**src/rtl/sht31_pkg.sv**
```systemverilog
`timescale 1ns/1ps
// sht31_pkg: FSM state type, SHT31 command codes, CRC-8 constants and the
// CRC helper shared by the SHT31 I2C responder.
package sht31_pkg;

  typedef enum logic [2:0] {
    IDLE,
    ADDR,
    ADDR_ACK,
    WR_BYTE,
    WR_ACK,
    RD_BYTE,
    RD_ACK,
    IGNORE
  } state_e;

  localparam logic [15:0] CMD_MEAS_HR    = 16'h2400;
  localparam logic [15:0] CMD_MEAS_HR_CS = 16'h2C06;
  localparam logic [15:0] CMD_SOFT_RST   = 16'h30A2;

  localparam logic [7:0]  CRC_POLY = 8'h31;
  localparam logic [7:0]  CRC_INIT = 8'hFF;

  // Number of meaningful bytes in a measurement readout; later bytes read 0xFF.
  localparam logic [2:0]  RD_LEN = 3'd6;

  // SHT31 CRC-8 over a 16-bit word, MSB first, no reflection, no final XOR.
  function automatic logic [7:0] crc8(input logic [15:0] data);
    logic [7:0] crc;
    crc = CRC_INIT;
    for (int i = 15; i >= 0; i--) begin
      if (crc[7] ^ data[i]) begin
        crc = {crc[6:0], 1'b0} ^ CRC_POLY;
      end else begin
        crc = {crc[6:0], 1'b0};
      end
    end
    return crc;
  endfunction

endpackage

```
**src/rtl/sht31_i2c_responder_i2c_line_sync.sv**
```systemverilog
`timescale 1ns/1ps
// i2c_line_sync: double-flop synchronizers for SCL/SDA plus edge, START and
// STOP detection on the synchronized lines. Bus conditions are ignored while
// the target itself holds SDA low, so its own ACK/data bits never look like
// START or STOP.
module i2c_line_sync (
  input  logic clk,
  input  logic rst_n,
  input  logic scl,
  input  logic sda_i,
  input  logic drive_low,
  output logic scl_rise,
  output logic scl_fall,
  output logic start_det,
  output logic stop_det,
  output logic sda_s
);

  logic scl_meta_q, scl_sync_q, scl_prev_q;
  logic sda_meta_q, sda_sync_q, sda_prev_q;

  // Synchronizer chains plus one history stage for edge detection; idle bus is high.
  always_ff @(posedge clk) begin
    if (!rst_n) begin
      scl_meta_q <= 1'b1;
      scl_sync_q <= 1'b1;
      scl_prev_q <= 1'b1;
      sda_meta_q <= 1'b1;
      sda_sync_q <= 1'b1;
      sda_prev_q <= 1'b1;
    end else begin
      scl_meta_q <= scl;
      scl_sync_q <= scl_meta_q;
      scl_prev_q <= scl_sync_q;
      sda_meta_q <= sda_i;
      sda_sync_q <= sda_meta_q;
      sda_prev_q <= sda_sync_q;
    end
  end

  // Edge and bus-condition decode from the synchronized and delayed samples.
  always_comb begin
    scl_rise  = scl_sync_q & ~scl_prev_q;
    scl_fall  = ~scl_sync_q & scl_prev_q;
    start_det = ~drive_low & scl_sync_q & scl_prev_q & sda_prev_q & ~sda_sync_q;
    stop_det  = ~drive_low & scl_sync_q & scl_prev_q & ~sda_prev_q & sda_sync_q;
    sda_s     = sda_sync_q;
  end

endmodule

```
**src/rtl/sht31_i2c_responder.sv**
```systemverilog
`timescale 1ns/1ps
// sht31_i2c_responder: oversampled I2C target emulating an SHT31 sensor.
// Accepts 2-byte commands, arms a measurement on 0x2400/0x2C06, clears it on
// soft reset 0x30A2, and returns TEMP/HUM raw words with CRC bytes.
// Define SHT31_CRC_EN to build real CRC bytes; otherwise they read as 0xFF.
module sht31_i2c_responder #(
  parameter logic [6:0]  SLAVE_ADDR = 7'h44,
  parameter logic [15:0] TEMP_RAW   = 16'h6666,
  parameter logic [15:0] HUM_RAW    = 16'h8000
) (
  input  logic        clk,
  input  logic        rst_n,
  input  logic        scl,
  input  logic        sda_i,
  output logic        sda_o,
  output logic [15:0] last_cmd,
  output logic        data_ready
);
  import sht31_pkg::*;

`ifdef SHT31_CRC_EN
  localparam logic [7:0] CRC_TEMP = crc8(TEMP_RAW);
  localparam logic [7:0] CRC_HUM  = crc8(HUM_RAW);
`else
  localparam logic [7:0] CRC_TEMP = 8'hFF;
  localparam logic [7:0] CRC_HUM  = 8'hFF;
`endif

  logic scl_rise, scl_fall, start_det, stop_det, sda_s;

  state_e      state_q, state_d;
  logic [3:0]  bit_cnt_q, bit_cnt_d;
  logic [6:0]  shift_q, shift_d;
  logic [6:0]  tx_q, tx_d;
  logic        sda_o_q, sda_o_d;
  logic [15:0] last_cmd_q, last_cmd_d;
  logic        data_ready_q, data_ready_d;
  logic [2:0]  rd_ptr_q, rd_ptr_d;
  logic [1:0]  wr_idx_q, wr_idx_d;
  logic        rd_mode_q, rd_mode_d;
  logic        rd_txn_q, rd_txn_d;

  logic [7:0]  rx_byte;
  logic [7:0]  cur_byte;
  logic [15:0] new_cmd;

  i2c_line_sync u_sync (
    .clk       (clk),
    .rst_n     (rst_n),
    .scl       (scl),
    .sda_i     (sda_i),
    .drive_low (~sda_o_q),
    .scl_rise  (scl_rise),
    .scl_fall  (scl_fall),
    .start_det (start_det),
    .stop_det  (stop_det),
    .sda_s     (sda_s)
  );

  // Readout byte selected by the read pointer; positions past the sixth read 0xFF.
  always_comb begin
    case (rd_ptr_q)
      3'd0:    cur_byte = TEMP_RAW[15:8];
      3'd1:    cur_byte = TEMP_RAW[7:0];
      3'd2:    cur_byte = CRC_TEMP;
      3'd3:    cur_byte = HUM_RAW[15:8];
      3'd4:    cur_byte = HUM_RAW[7:0];
      3'd5:    cur_byte = CRC_HUM;
      default: cur_byte = 8'hFF;
    endcase
  end

  // FSM next-state and datapath: bit sampling on SCL rise, SDA drive on SCL fall.
  always_comb begin
    state_d      = state_q;
    bit_cnt_d    = bit_cnt_q;
    shift_d      = shift_q;
    tx_d         = tx_q;
    sda_o_d      = sda_o_q;
    last_cmd_d   = last_cmd_q;
    data_ready_d = data_ready_q;
    rd_ptr_d     = rd_ptr_q;
    wr_idx_d     = wr_idx_q;
    rd_mode_d    = rd_mode_q;
    rd_txn_d     = rd_txn_q;
    rx_byte      = {shift_q, sda_s};
    new_cmd      = {last_cmd_q[15:8], rx_byte};

    if (start_det) begin
      state_d   = ADDR;
      bit_cnt_d = 4'd0;
      sda_o_d   = 1'b1;
      rd_txn_d  = 1'b0;
    end else if (stop_det) begin
      state_d   = IDLE;
      bit_cnt_d = 4'd0;
      sda_o_d   = 1'b1;
      rd_txn_d  = 1'b0;
      if (rd_txn_q) begin
        data_ready_d = 1'b0;
      end
    end else begin
      case (state_q)
        ADDR: begin
          if (scl_rise) begin
            shift_d   = rx_byte[6:0];
            bit_cnt_d = bit_cnt_q + 4'd1;
            if (bit_cnt_q == 4'd7) begin
              bit_cnt_d = 4'd0;
              if (rx_byte[7:1] != SLAVE_ADDR) begin
                state_d = IGNORE;
              end else if (!rx_byte[0]) begin
                state_d   = ADDR_ACK;
                rd_mode_d = 1'b0;
                wr_idx_d  = 2'd0;
              end else if (data_ready_q) begin
                state_d   = ADDR_ACK;
                rd_mode_d = 1'b1;
                rd_txn_d  = 1'b1;
              end else begin
                state_d = IGNORE;
              end
            end
          end
        end
        ADDR_ACK: begin
          // First fall pulls SDA low for the ACK; the second ends it.
          if (scl_fall) begin
            if (sda_o_q) begin
              sda_o_d = 1'b0;
            end else if (rd_mode_q) begin
              sda_o_d   = cur_byte[7];
              tx_d      = cur_byte[6:0];
              rd_ptr_d  = (rd_ptr_q < RD_LEN) ? rd_ptr_q + 3'd1 : rd_ptr_q;
              bit_cnt_d = 4'd0;
              state_d   = RD_BYTE;
            end else begin
              sda_o_d   = 1'b1;
              bit_cnt_d = 4'd0;
              state_d   = WR_BYTE;
            end
          end
        end
        WR_BYTE: begin
          if (scl_rise) begin
            shift_d   = rx_byte[6:0];
            bit_cnt_d = bit_cnt_q + 4'd1;
            if (bit_cnt_q == 4'd7) begin
              bit_cnt_d = 4'd0;
              state_d   = WR_ACK;
              if (wr_idx_q == 2'd0) begin
                last_cmd_d[15:8] = rx_byte;
                wr_idx_d         = 2'd1;
              end else if (wr_idx_q == 2'd1) begin
                last_cmd_d[7:0] = rx_byte;
                wr_idx_d        = 2'd2;
                if (new_cmd == CMD_MEAS_HR || new_cmd == CMD_MEAS_HR_CS) begin
                  data_ready_d = 1'b1;
                  rd_ptr_d     = 3'd0;
                end else if (new_cmd == CMD_SOFT_RST) begin
                  data_ready_d = 1'b0;
                end
              end
            end
          end
        end
        WR_ACK: begin
          if (scl_fall) begin
            if (sda_o_q) begin
              sda_o_d = 1'b0;
            end else begin
              sda_o_d = 1'b1;
              state_d = WR_BYTE;
            end
          end
        end
        RD_BYTE: begin
          // Count bits on rise; shift the next bit out (or release) on fall.
          if (scl_rise) begin
            bit_cnt_d = bit_cnt_q + 4'd1;
          end else if (scl_fall) begin
            if (bit_cnt_q == 4'd8) begin
              sda_o_d = 1'b1;
              state_d = RD_ACK;
            end else begin
              sda_o_d = tx_q[6];
              tx_d    = {tx_q[5:0], 1'b0};
            end
          end
        end
        RD_ACK: begin
          // bit_cnt 9 marks "master ACKed, load next byte on the coming fall".
          if (scl_rise) begin
            if (sda_s) begin
              state_d = IGNORE;
            end else begin
              bit_cnt_d = 4'd9;
            end
          end else if (scl_fall && bit_cnt_q == 4'd9) begin
            sda_o_d   = cur_byte[7];
            tx_d      = cur_byte[6:0];
            rd_ptr_d  = (rd_ptr_q < RD_LEN) ? rd_ptr_q + 3'd1 : rd_ptr_q;
            bit_cnt_d = 4'd0;
            state_d   = RD_BYTE;
          end
        end
        IDLE, IGNORE: begin
        end
        default: begin
          state_d = IDLE;
          sda_o_d = 1'b1;
        end
      endcase
    end
  end

  // State and datapath registers with synchronous active-low reset.
  always_ff @(posedge clk) begin
    if (!rst_n) begin
      state_q      <= IDLE;
      bit_cnt_q    <= 4'd0;
      shift_q      <= 7'd0;
      tx_q         <= 7'd0;
      sda_o_q      <= 1'b1;
      last_cmd_q   <= 16'h0000;
      data_ready_q <= 1'b0;
      rd_ptr_q     <= 3'd0;
      wr_idx_q     <= 2'd0;
      rd_mode_q    <= 1'b0;
      rd_txn_q     <= 1'b0;
    end else begin
      state_q      <= state_d;
      bit_cnt_q    <= bit_cnt_d;
      shift_q      <= shift_d;
      tx_q         <= tx_d;
      sda_o_q      <= sda_o_d;
      last_cmd_q   <= last_cmd_d;
      data_ready_q <= data_ready_d;
      rd_ptr_q     <= rd_ptr_d;
      wr_idx_q     <= wr_idx_d;
      rd_mode_q    <= rd_mode_d;
      rd_txn_q     <= rd_txn_d;
    end
  end

  assign sda_o      = sda_o_q;
  assign last_cmd   = last_cmd_q;
  assign data_ready = data_ready_q;

endmodule

```
**config.mk**
```make
export PLATFORM = sky130hd
export DESIGN_NAME = sht31_i2c_responder
export DESIGN_NICKNAME = d
export VERILOG_FILES = /design/src/rtl/sht31_pkg.sv /design/src/rtl/sht31_i2c_responder_i2c_line_sync.sv /design/src/rtl/sht31_i2c_responder.sv
export SDC_FILE = /design/constraint.sdc
export NUM_CORES = 1
export LEC_CHECK = 0
export BUFFER_PORTS_ARGS = -buffer_cell sky130_fd_sc_hd__buf_2
export CORE_AREA = 2 2 72 74
export DETAILED_ROUTE_END_ITERATION = 16
export DIE_AREA = 0 0 74 76
export HOLD_SLACK_MARGIN = 0.15
export PLACE_DENSITY = 0.76
export SYNTH_ARGS = -nofsm -noshare
export SYNTH_HDL_FRONTEND = slang
export SYNTH_SLANG_ARGS = --single-unit
```
**constraint.sdc**
```tcl
create_clock -name clk -period 2 [get_ports clk]
set_clock_uncertainty 0.1 [all_clocks]
set_input_delay 0.2 -clock clk [delete_from_list [all_inputs] [get_ports clk]]
set_output_delay 0.2 -clock clk [all_outputs]
set_load 0.05 [all_outputs]
```
==> impl_metrics.csv, run 1 <==
group,metric,value,unit
outcome,status,"finished clean",
worst_setup_path,cp.arrival,2.03,ns
die,start_util,0.5578,
power_and_ir_drop,p_leak,0.001466,µW
drt,drt_drc_violations_left,0,
finish,final_nets,379,
global_routing,antenna_found_initial,0,
clock_network,clk_latency,0.31,ns
power_and_ir_drop,power,2049,µW
drt,vias,2538,
drt,drt-total-wl,6847,µm
finish,layout_common_cells,"dfxtp_1, buf_4, nand2_1",
worst_setup_path,cp_max_fo,6,
synthesis,ys_seq_elements,52,
worst_setup_path,cp-start-kind,"flop",
synthesis,syn-num-nets,323,
placed_design,gp_congestion,1.019,
clock_network,clk_pin_slew,0.11,ns
worst_setup_path,reg2reg_to,"state_q[2]",
synthesis,syn_area,2740,µm²
sta,hold_viol_final,0,
sta,setup_viol,0,
min_path,hp-start,"u_sync.scl_meta_q",
run,maxCapViolCount,0,
clock_network,cts_tree,"yes",
die,fp-row-count,26,
clock_network,clock_sinks,52,
min_path,min_delay_path_depth,1,
synthesis,synth_edf_count,0,
global_routing,grt_pass1_wl,11060,µm
worst_setup_path,reg2reg_slack,0.07,ns
synthesis,syn-instance-count,314,
drt,first_iter_violations,171,
sta,fmax,0.5191,GHz
worst_setup_path,crit_top_cell,"buf_4",
global_routing,globalRouteOverflowTotal,0,
worst_setup_path,crit_path_end_kind,"flop",
worst_setup_path,cp-startpoint,"bit_cnt_q[0]",
die,io_pins,22,
clock_network,root_buffer,"clkbuf_8",
clock_network,clockBufferDepth,2,
drt,antenna_left,0,
placed_design,post_dp_cell_area,3157,µm²
finish,fill_cells,387,
finish,final_common_cell,"dfxtp_1",
global_routing,grt.total_usage,0.2489,
global_routing,grt_pass1_vias,2304,
clock_network,cts_max_level,2,
worst_setup_path,crit_chain,"buf_4, ha_4, nand3b_1, a222oi_1, buf_4, a21oi_1, a41o_1",
sta,slew_violations,0,
synthesis,synth_top_area_share,0.3799,
die,die_h,76,µm
die,fp.dieArea,5624,µm²
global_routing,grt_max_degree,30,
finish,drive_gt1_frac,0.2399,
sta,relSlewSlack,0.6980,
sta,period_needed,1.926,ns
synthesis,synth_cell_types,56,
die,die_x,74,µm
worst_setup_path,path_class,"reg -> reg",
power_and_ir_drop,irDropWorstVdd,496.8,µV
finish,final_core_util,0.6928,
synthesis,synth_top_cell_by_area,"dfxtp_1",
worst_setup_path,worst-r2r-cell-count,7,
sta,fin_crit_sh,0.9631,
synthesis,ys_seq_area_frac,0.3799,
placed_design,dp_hpwl,4923,µm
finish,final_cell_area,3403,µm²
drt,first_pass_iters,5,
synthesis,avgSynthCellArea,8.727,µm²
min_path,worstHoldPathType,"reg -> reg",
power_and_ir_drop,power.density,602.1,nW/µm²
clock_network,cts_made_buffers,5,
placed_design,io_buffers,21,
worst_setup_path,cp.required,2.10,ns
finish,n_antenna_cell,0,
sta,worst_slew_pin_slew,0.4515,ns
worst_setup_path,r2r_start,"bit_cnt_q[0]",
drt,avgRoutedWirePerCell,15.53,µm
synthesis,ys.flop_type,"dfxtp_1",
synthesis,synthTopCellsByArea,"dfxtp_1, mux2i_1, nor2b_1",
min_path,hold_end,"u_sync.scl_sync_q",
drt,vias_per_cell,5.755,
synthesis,async_reset_ff_frac,0,
finish,area_growth,24.20,%
synthesis,synth_warnings,0,
worst_setup_path,cpPeakStageDelay,0.40,ns
die,core_area,4912,µm²
worst_setup_path,crit_slowest_cell,"a222oi_1",
## cell usage after synthesis (2+ instances only)
| master | n |
|---|---|
| dfxtp_1 | 52 |
| nand2_1 | 31 |
| nor2b_1 | 24 |
| a21oi_1 | 20 |
| mux2i_1 | 19 |
| nor2_1 | 18 |
| nand2b_1 | 13 |
| a21boi_0 | 9 |
| clkbuf_1 | 9 |
| inv_1 | 8 |
| o21ai_0 | 7 |
| and3_1 | 6 |
| buf_2 | 6 |
| nand3_1 | 6 |
| o211a_1 | 6 |
| ha_1 | 5 |
| nand3b_1 | 5 |
| nor3_1 | 5 |
| o211ai_1 | 5 |
| and2b_1 | 4 |
| a21boi_1 | 3 |
| buf_4 | 3 |
| nor4b_1 | 3 |
| o31ai_1 | 3 |
| a31oi_1 | 2 |
| a32o_1 | 2 |
| and2_1 | 2 |
| and3b_1 | 2 |
| buf_6 | 2 |
| nor4_1 | 2 |
| o21ai_1 | 2 |
| o21bai_1 | 2 |
| o221a_2 | 2 |
| o22ai_1 | 2 |
| o311a_1 | 2 |
| xor2_1 | 2 |
## kinds of logic after synthesis
group                      after synthesis  synth area share
AOI/OAI and AO/OA                       82            0.2201
xor gates and xnor gates                 2          0.006394
adders and majority gates                5           0.02283
buffers and inverters                   28           0.05068
DFF                                     52            0.3799
muxes                                   19           0.06941
and+or+nand+nor                        126            0.2507
## stage by stage
step            TNS (ns)  hold slack (ns)  worst slack (ns)  instances
6_report               0           0.3155           0.07376        441
2_1_floorplan          0           0.1958           0.06396        314
3_3_place_gp      -1.411           0.2795           -0.2429        426
4_1_cts                0           0.3206           0.02294        439
5_1_grt        -0.008127           0.3464         -0.005600        441
3_5_place_dp      -1.821           0.2847           -0.3012        426
## critical path: cells and delay by family, from the launching register on
family	cells	cell delay, ns
compound gates	3	0.69
buf+inv	2	0.34
flops	1	0.35
fa+ha+maj	1	0.13
simple gates	1	0.21
## flip-flops by register name (all words and copies together) (netlist names), 2 cells and up
signal     count
bit_cnt_q      4
tx_q           7
wr_idx_q       2
state_q        3
shift_q        7
last_cmd      16
rd_ptr_q       3
## how the worst max path moves through the flow
stage                   endpoint  slack, ns
floorplan                tx_q[1]       0.06
global placement         tx_q[0]      -0.24
detailed placement       tx_q[0]      -0.30
CTS                  rd_ptr_q[2]       0.02
global route        last_cmd[13]     -0.006
finish                state_q[2]       0.07
## metal layers
| metal | global-route usage | wire (µm) |
|---|---|---|
| met1 | 0.3804 | 3235 |
| met2 | 0.3607 | 3000 |
| met3 | 0.05423 | 520 |
| met4 | 0.04909 | 91 |
| met5 | 0 | 0 |
## repair_timing
action                                  in CTS  in global routing
endpoints found under the setup margin       7                 33
hold buffers                                 5                  0
buffers inserted                             0                  2
resized for setup                            1                 13
pin swaps                                    0                  4
hold endpoints to repair                     4                  0
## final cells by class
cell class              count  area [µm²]  share of cell area
clock buffers               5       68.82             0.02022
clock inverters             3       46.29             0.01360
inverters                   8       30.03            0.008824
multi-input cells         234        1624              0.4772
flip-flops and latches     52        1044              0.3066
well taps                  70       87.58             0.02574
repair buffers             69       503.0              0.1478
## power breakdown
group / leakage, µW / switching, µW / total (µW) / internal, µW
clock: 0.0000548 / 372 / 749 / 378
combinational: 0.000990 / 128 / 235 / 107
sequential: 0.000421 / 14.9 / 1060 / 1050
No activity file was read; power rests on OpenSTA's default activity.
==> run 2, diff against run 1 <==
--- a/config.mk
+++ b/config.mk
@@ -10,7 +10,8 @@
 export DETAILED_ROUTE_END_ITERATION = 16
 export DIE_AREA = 0 0 74 76
 export HOLD_SLACK_MARGIN = 0.15
-export PLACE_DENSITY = 0.76
+export PLACE_DENSITY = 0.77
 export SYNTH_ARGS = -nofsm -noshare
 export SYNTH_HDL_FRONTEND = slang
+export SYNTH_HIERARCHICAL = 1
 export SYNTH_SLANG_ARGS = --single-unit
==> impl_metrics.csv, run 2 <==
group,metric,value,unit
clock_network,clk_pin_slew,0.09,ns
finish,fin_cells,440,
power_and_ir_drop,power.density,918.1,nW/µm²
outcome,status,"finished clean",
finish,final_nets,378,
power_and_ir_drop,power,3127,µW
sta,setup_viol,0,
die,io_pins,22,
drt,drt-total-wl,6947,µm
clock_network,root_buffer,"clkbuf_8",
min_path,worstHoldPathType,"reg -> reg",
die,start_util,0.5652,
placed_design,gp_congestion,0.9447,
drt,antenna_left,0,
global_routing,grt_pass1_vias,2377,
synthesis,synth_top_cell_by_area,"dfxtp_1",
global_routing,antenna_found_initial,0,
sta,fin_crit_sh,0.9912,
finish,n_antenna_cell,0,
synthesis,avgSynthCellArea,8.758,µm²
drt,first_iter_violations,254,
die,fp-row-count,26,
drt,first_pass_iters,4,
placed_design,io_buffers,21,
synthesis,synth_cell_types,64,
sta,whs,0.3147,ns
synthesis,synth_edf_count,0,
worst_setup_path,path_class,"reg -> reg",
placed_design,dp_cells,423,
sta,worst_slew_pin_slew,0.4706,ns
synthesis,async_reset_ff_frac,0,
sta,period_needed,1.982,ns
die,core_area,4912,µm²
placed_design,post-place-ws,-0.03594,ns
drt,vias,2571,
sta,tns,0,ns
sta,rsz0062_at_grt,"true",
synthesis,ys.flop_type,"dfxtp_1",
run,maxCapViolCount,0,
clock_network,cts_tree,"yes",
finish,final_common_cell,"dfxtp_1",
synthesis,ys_seq_area_frac,0.3749,
synthesis,syn_area,2776,µm²
worst_setup_path,cp_max_fo,6,
synthesis,synthTopCellsByArea,"dfxtp_1, mux2i_1, nor2_1",
worst_setup_path,cp.required,2.10,ns
finish,largest_reg_flops,16,
worst_setup_path,crit_path_end_kind,"flop",
die,die_x,74,µm
die,die_h,76,µm
power_and_ir_drop,irDropWorstVdd,495.1,µV
sta,slew_violations,0,
synthesis,syn-num-nets,326,
placed_design,dp_hpwl,4604,µm
clock_network,clock_sinks,52,
finish,area_growth,22.67,%
global_routing,grt_max_degree,35,
worst_setup_path,cp.arrival,2.09,ns
worst_setup_path,cp-start-kind,"flop",
sta,worst_slack,0.01755,ns
sta,hold_viol_final,0,
synthesis,synthTopCellsByCount,"dfxtp_1, nor2_1, nand2_1",
power_and_ir_drop,p_leak,0.001321,µW
clock_network,clk_latency,0.31,ns
global_routing,grt_pass1_wl,11230,µm
synthesis,yosysMostFrequentCell,"dfxtp_1",
synthesis,syn-instance-count,317,
sta,fmax,0.5044,GHz
die,fp.dieArea,5624,µm²
global_routing,grt.total_usage,0.2524,
drt,avgRoutedWirePerCell,15.79,µm
sta,relSlewSlack,0.6773,
global_routing,globalRouteOverflowTotal,0,
finish,drive_gt1_frac,0.3135,
synthesis,synth_warnings,6,
clock_network,clockBufferDepth,2,
synthesis,ys_seq_elements,52,
clock_network,cts_made_buffers,5,
drt,drt_drc_violations_left,0,
synthesis,synth_top_area_share,0.3749,
clock_network,cts_max_level,2,
worst_setup_path,reg2reg_slack,0.02,ns
finish,layout_common_cells,"dfxtp_1, buf_4, nor2_1",
drt,vias_per_cell,5.843,
[run 2: cell count changes after synthesis, moves of 5 or more]
cell,previous run,this run
nor2_1,18,32
nor2b_1,24,10
nand2_1,31,22
a21boi_0,9,1
nand3_1,6,12
o211a_1,6,0
inv_1,8,13
nor3_1,5,10
or2_2,1,6
[run 2: critical path: stages, from the launching register on]
cell      delay, ns
dfxtp_4        0.39
ha_2           0.21
and4b_2        0.30
nor2_1         0.08
nor3_2         0.35
o211ai_1       0.17
mux2_2         0.28
[run 2: cell type report]
type | count | area (µm²)
sequential | 52 | 1056
inverter | 14 | 52.55
tap | 70 | 87.58
fill | 356 | 1506
clock buffer | 5 | 68.82
clock inverter | 3 | 28.78
timing repair buffer | 62 | 445.4
multi-input combinational | 234 | 1667
[run 2: final timing paths]
| kind | cells after the start | end | from |
|---|---|---|---|
| max | 6 | state_q[2] | bit_cnt_q[0] |
| min reg2reg | 1 | u_sync/sda_s | u_sync/sda_meta_q |
| min | 1 | u_sync/sda_s | u_sync/sda_meta_q |
| max reg2reg | 6 | state_q[2] | bit_cnt_q[0] |
[run 2: routing by layer]
layer	share of wire	global-route usage
met1	0.44	0.3615
met2	0.48	0.3795
met3	0.068	0.04894
met4	0.016	0.08182
met5	0	0
[run 2: per-stage QoR]
| step | util | cell area (µm²) |
|---|---|---|
| final | 0.6933 | 3406 |
| after global routing | 0.6933 | 3406 |
| after CTS | 0.6651 | 3267 |
| after detailed placement | 0.6314 | 3102 |
| after global placement | 0.6314 | 3102 |
| after floorplan | - | 2778 |
[run 2: kinds of logic (layout without fill, tap and decap cells)]
group	Yosys count	after routing	share of synthesized area
buffers and inverters	31	84	0.06264
AND/OR/NAND/NOR	138	138	0.2803
XOR/XNOR	1	1	0.003155
AO/OA/AOI/OAI	69	69	0.1803
adder cells (fa/ha/maj)	5	5	0.02253
flip-flops	52	52	0.3749
multiplexers	21	21	0.07616
[run 2: repair_timing]
| item | in CTS | in global routing |
|---|---|---|
| hold buffers | 5 | 0 |
| hold endpoints to repair | 6 | 0 |
| gates resized for setup | 6 | 34 |
| endpoints found under the setup margin | 8 | 33 |
| pin swaps | 1 | 13 |
| setup buffers | 0 | 3 |
| gates cloned | 0 | 1 |
[run 2: report_power, final]
part	internal (µW)	total, µW	switching [µW]	leakage, µW
sequential	1130	1270	147	0.000422
combinational	583	1200	615	0.000848
clock	265	654	389	0.0000511
total	1980	3130	1150	0.00132
